**src/rtl/dump_vram_m.sv**
```systemverilog
// Sequential VRAM reader: walks every VRAM byte from address 0 to VRAM_SIZE-1
// through the synchronous-read port and streams {data, addr} on a valid/ready
// interface. A 16-bit running checksum is taken over the returned bytes.
//
// state   | meaning
// --------+------------------------------------------------------------
// S_IDLE  | waiting for start; checksum holds the last dump's value
// S_READ  | issuing one read per cycle while FIFO credits are available
// S_DRAIN | all reads issued; waiting for the final byte to be accepted
// S_DONE  | one-cycle done pulse, then back to S_IDLE
module dump_vram_m #(
  parameter int ADDR_WIDTH   = 12,
  parameter int VRAM_SIZE    = 2304,
  parameter int READ_LATENCY = 1,
  parameter int FIFO_DEPTH   = 4
) (
  input  logic                  clk,
  input  logic                  rst,
  input  logic                  start,
  output logic [ADDR_WIDTH-1:0] vram_addr,
  output logic                  vram_re,
  input  logic [7:0]            vram_rdata,
  output logic [7:0]            out_data,
  output logic [ADDR_WIDTH-1:0] out_addr,
  output logic                  out_valid,
  input  logic                  out_ready,
  output logic                  busy,
  output logic                  done,
  output logic [15:0]           checksum
);

  localparam int PW = (FIFO_DEPTH > 1) ? $clog2(FIFO_DEPTH) : 1;
  localparam int CW = $clog2(FIFO_DEPTH + 1);
  localparam logic [ADDR_WIDTH-1:0] LAST_ADDR = ADDR_WIDTH'(VRAM_SIZE - 1);

  typedef enum logic [1:0] {
    S_IDLE,
    S_READ,
    S_DRAIN,
    S_DONE
  } state_t;

  state_t                  state, state_nx;
  logic [ADDR_WIDTH-1:0]   issue_ptr;
  logic [READ_LATENCY-1:0] pipe_v;
  logic [ADDR_WIDTH-1:0]   pipe_a [READ_LATENCY];
  logic [7:0]              fifo_d [FIFO_DEPTH];
  logic [ADDR_WIDTH-1:0]   fifo_a [FIFO_DEPTH];
  logic [PW-1:0]           wr_ptr, rd_ptr;
  logic [CW-1:0]           fifo_count;
  logic [CW-1:0]           in_flight;
  logic [CW:0]             occupancy;
  logic [15:0]             checksum_r;
  logic                    credit, last_issue, push, pop, last_pop, accept_start;

  // Count reads still travelling through the VRAM pipeline
  always_comb begin
    in_flight = '0;
    for (int i = 0; i < READ_LATENCY; i++) begin
      in_flight = in_flight + CW'(pipe_v[i]);
    end
  end

  // Credit check, handshake qualifiers and stream outputs
  always_comb begin
    occupancy    = {1'b0, fifo_count} + {1'b0, in_flight};
    credit       = occupancy < (CW + 1)'(FIFO_DEPTH);
    last_issue   = (issue_ptr == LAST_ADDR);
    vram_re      = (state == S_READ) && credit;
    vram_addr    = issue_ptr;
    out_valid    = (fifo_count != '0);
    out_data     = out_valid ? fifo_d[rd_ptr] : 8'h00;
    out_addr     = out_valid ? fifo_a[rd_ptr] : '0;
    push         = pipe_v[READ_LATENCY-1];
    pop          = out_valid && out_ready;
    last_pop     = pop && (out_addr == LAST_ADDR);
    accept_start = (state == S_IDLE) && start;
    busy         = (state == S_READ) || (state == S_DRAIN);
    done         = (state == S_DONE);
    checksum     = checksum_r;
  end

  // Next-state logic
  always_comb begin
    state_nx = state;
    case (state)
      S_IDLE:  if (start) state_nx = S_READ;
      S_READ:  if (vram_re && last_issue) state_nx = S_DRAIN;
      S_DRAIN: if (last_pop) state_nx = S_DONE;
      S_DONE:  state_nx = S_IDLE;
      default: state_nx = S_IDLE;
    endcase
  end

  // State, issue pointer, pipeline valids, FIFO pointers and checksum
  always_ff @(posedge clk) begin
    if (rst) begin
      state      <= S_IDLE;
      issue_ptr  <= '0;
      pipe_v     <= '0;
      wr_ptr     <= '0;
      rd_ptr     <= '0;
      fifo_count <= '0;
      checksum_r <= 16'h0000;
    end else begin
      state <= state_nx;

      if (accept_start) issue_ptr <= '0;
      else if (vram_re && !last_issue) issue_ptr <= issue_ptr + 1'b1;

      pipe_v[0] <= vram_re;
      for (int i = 1; i < READ_LATENCY; i++) begin
        pipe_v[i] <= pipe_v[i-1];
      end

      if (accept_start) checksum_r <= 16'h0000;
      else if (push) checksum_r <= checksum_r + {8'h00, vram_rdata};

      if (push) wr_ptr <= wr_ptr + 1'b1;
      if (pop)  rd_ptr <= rd_ptr + 1'b1;

      case ({push, pop})
        2'b10:   fifo_count <= fifo_count + CW'(1);
        2'b01:   fifo_count <= fifo_count - CW'(1);
        default: fifo_count <= fifo_count;
      endcase
    end
  end

  // Address tags and FIFO storage; contents are don't-care while invalid
  always_ff @(posedge clk) begin
    pipe_a[0] <= issue_ptr;
    for (int i = 1; i < READ_LATENCY; i++) begin
      pipe_a[i] <= pipe_a[i-1];
    end
    if (push) begin
      fifo_d[wr_ptr] <= vram_rdata;
      fifo_a[wr_ptr] <= pipe_a[READ_LATENCY-1];
    end
  end

endmodule

```
**config.mk**
```make
export PLATFORM = sky130hd
export DESIGN_NAME = dump_vram_m
export DESIGN_NICKNAME = d
export VERILOG_FILES = /design/src/rtl/dump_vram_m.sv
export SDC_FILE = /design/constraint.sdc
export NUM_CORES = 1
export LEC_CHECK = 0
export CAP_MARGIN = 40
export CORE_MARGIN = 10
export CORE_UTILIZATION = 55
export CTS_CLUSTER_SIZE = 12
export DETAILED_ROUTE_END_ITERATION = 8
export PLACE_DENSITY_LB_ADDON = 0.25
export SYNTH_ARGS = -nofsm -noshare
export SYNTH_HDL_FRONTEND = slang
export SYNTH_SLANG_ARGS = --single-unit
```
**constraint.sdc**
```tcl
create_clock -name clk -period 3.25 [get_ports clk]
set_input_delay 0.4875 -clock clk [delete_from_list [all_inputs] [get_ports clk]]
set_output_delay 0.4875 -clock clk [all_outputs]
set_load 0.005 [all_outputs]
```
==> results.json <==
{
  "io_pins": 64,
  "grt_start_max_net_pins": 19,
  "fillers": 687,
  "wl_um": 10900,
  "slew_violations": 0,
  "crit_arrival_ps": 2580,
  "clk_pin_slew_worst_paths_ps": 60,
  "nNetsFinal": 491,
  "hold_ws_ps": 407,
  "drive_above_1_share": 0.127,
  "synth-seq-area-share": 0.639,
  "seq_area_um2": 3440,
  "fin_util": 0.706,
  "grt_pass1_vias": 3413,
  "setup_violations": 0,
  "ys_types": 42,
  "yosysWarnings": 0,
  "rows": 36,
  "reg2reg_to": "state[1]",
  "tightest_slew_ps": 627,
  "clk_latency_ps": 510,
  "drc": 0,
  "syn_to_final_growth_pct": 26.4,
  "synthFlopType": "edfxtp_1",
  "antenna_found_initial": 0,
  "rrSetupSlack_ps": 400,
  "io_buffers": 63,
  "fin_cells": 604,
  "cp-endpoint": "out_addr[11]",
  "power.static_leakage_uw": 0.00238,
  "required_ps": 2760,
  "async_flop_share": 0,
  "clk_path_buf_depth": 2,
  "synth_cells": 377,
  "start_util": 0.559,
  "dpl.hpwl_um": 7410,
  "cts_tree": "done",
  "htree_num_levels": 4,
  "criticalPathCategory": "reg2out",
  "run_status": "complete, no violations",
  "p_per_area_nw_per_um2": 720,
  "avgSynthCellArea_um2": 14.3,
  "max_freq_mhz": 326,
  "die_w_um": 119,
  "rsz0062_at_grt": "false",
  "cts.hold.buffers_added": 0,
  "via_count": 3270,
  "r2r_cells": 6,
  "fp.dieH_um": 119,
  "dp_cells": 572,
  "critical_path_depth": 4,
  "gp_congestion": 0.793,
  "wire_per_inst_um": 18.0,
  "grtUsageTotal": 0.158,
  "gr-total-overflow": 0,
  "synth_area_um2": 5390,
  "worstSetupEndpointType": "output pin",
  "final_cell_mix": "80 x edfxtp_1, 63 x clkdlybuf4s50_1, 52 x dfxtp_1, 35 x nor2_1, 25 x and2_1",
  "grt_pass1_wl_um": 17800,
  "fin_crit_ps": 3070,
  "cp_slowest_cell": "mux4_1",
  "core_area_um2": 9640,
  "maxSlewHeadroom": 0.582,
  "first_pass_iters": 4,
  "syn-num-nets": 410,
  "fin_skew_ps": 7.18,
  "maxCapViolCount": 0,
  "ir_worst_vdd_mv": 0.392,
  "die-area_um2": 14100,
  "ys_seq_elements": 132,
  "multi_input_area_um2": 1840,
  "hold_viol": 0,
  "worst_setup_path_start_kind": "flop",
  "crit_chain": "buf_6 > mux4_1 > and2_1 > clkdlybuf4s50_1",
  "viasPerCell": 5.41,
  "first_iter_violations": 167,
  "synth_edf_count": 80,
  "diodes": 0,
  "antenna_left": 0,
  "mostFrequentLayoutCell": "edfxtp_1",
  "fin_tns_setup_ps": 0,
  "cp_max_fo": 15,
  "path_delay_family": "buffers and inverters",
  "finalCritPeriodShare": 0.945,
  "clock-sinks": 132,
  "cts_root_buffer": "clkbuf_8",
  "min_path_type": "reg2reg",
  "cts_made_buffers": 17,
  "cpPeakStageDelay_ps": 620,
  "cp.buffers_inverters": 2
}
through the flow:
stage,power [uW],cell area [um^2],worst slack [ps]
2_1_floorplan,2660,5390,708
3_3_place_gp,3140,6180,319
3_5_place_dp,3180,6240,285
4_1_cts,4940,6800,26.5
5_1_grt,5130,6810,29.1
6_report,4900,6810,180
metal layers:
metal  global-route usage  share of wire  vias to the layer above
met5                    0              0                        -
met4               0.0458         0.0078                        0
met3               0.0543          0.055                        8
met2                0.267           0.50                       83
met1                0.187           0.44                     1613
li1                     -              -                     1566
cell usage after synthesis (10+ instances only):
library cell	n	area (um^2)
and2_1	25	156
edfxtp_1	80	2400
xor2_1	14	123
xnor2_1	10	87.6
nor2_1	35	131
o21ai_0	10	50.1
inv_1	13	48.8
ha_1	19	238
nand2_1	12	45.0
mux4_2	14	315
dfxtp_1	52	1040
a21oi_1	14	70.1
what timing repair did:
action | CTS | global route
gates resized for setup | 0 | 1
buffers inserted | 0 | 0
endpoints found under the setup margin | 0 | 4
logic make-up (layout without fill, tap and decap cells):
logic type / Yosys count / in the layout / synth area share
DFF: 132 / 132 / 0.639
and+or+nand+nor: 114 / 114 / 0.112
AOI/OAI and AO/OA: 34 / 34 / 0.0376
muxes: 27 / 27 / 0.101
buffers and inverters: 25 / 119 / 0.0193
xor gates and xnor gates: 24 / 24 / 0.0390
adders and majority gates: 21 / 21 / 0.0516
worst min-delay path by stage:
stage | from | to | slack (ps) | cells after the start
floorplan | vram_addr[7] | pipe_a[0][7] | 380 | 0
global placement | vram_addr[5] | pipe_a[0][5] | 390 | 0
detailed placement | vram_addr[5] | pipe_a[0][5] | 390 | 0
CTS | vram_addr[5] | pipe_a[0][5] | 400 | 0
global route | vram_addr[5] | pipe_a[0][5] | 410 | 0
finish | vram_addr[5] | pipe_a[0][5] | 410 | 0
final cells by class:
cell class | count | share of cell area
clock buffers | 19 | 0.0665
clock inverters | 13 | 0.0164
inverters | 13 | 0.00717
multi-input cells | 220 | 0.270
flip-flops and latches | 132 | 0.506
well taps | 133 | 0.0244
repair buffers | 74 | 0.110
flip-flops by register name, summed over array words and instances (netlist names), named ones only:
name / count
state: 2
pipe_a: 12
fifo_count: 3
fifo_a: 48
rd_ptr: 2
checksum: 16
pipe_v: 1
wr_ptr: 2
vram_addr: 12
fifo_d: 32
power breakdown:
| group | leakage [uW] | switching, uW | internal (uW) | total (uW) |
|---|---|---|---|---|
| Clock | 0.000277 | 733 | 1020 | 1760 |
| Sequential | 0.00116 | 84.8 | 1900 | 1980 |
| Combinational | 0.000947 | 540 | 622 | 1160 |
No activity file was read; power rests on OpenSTA's default activity.
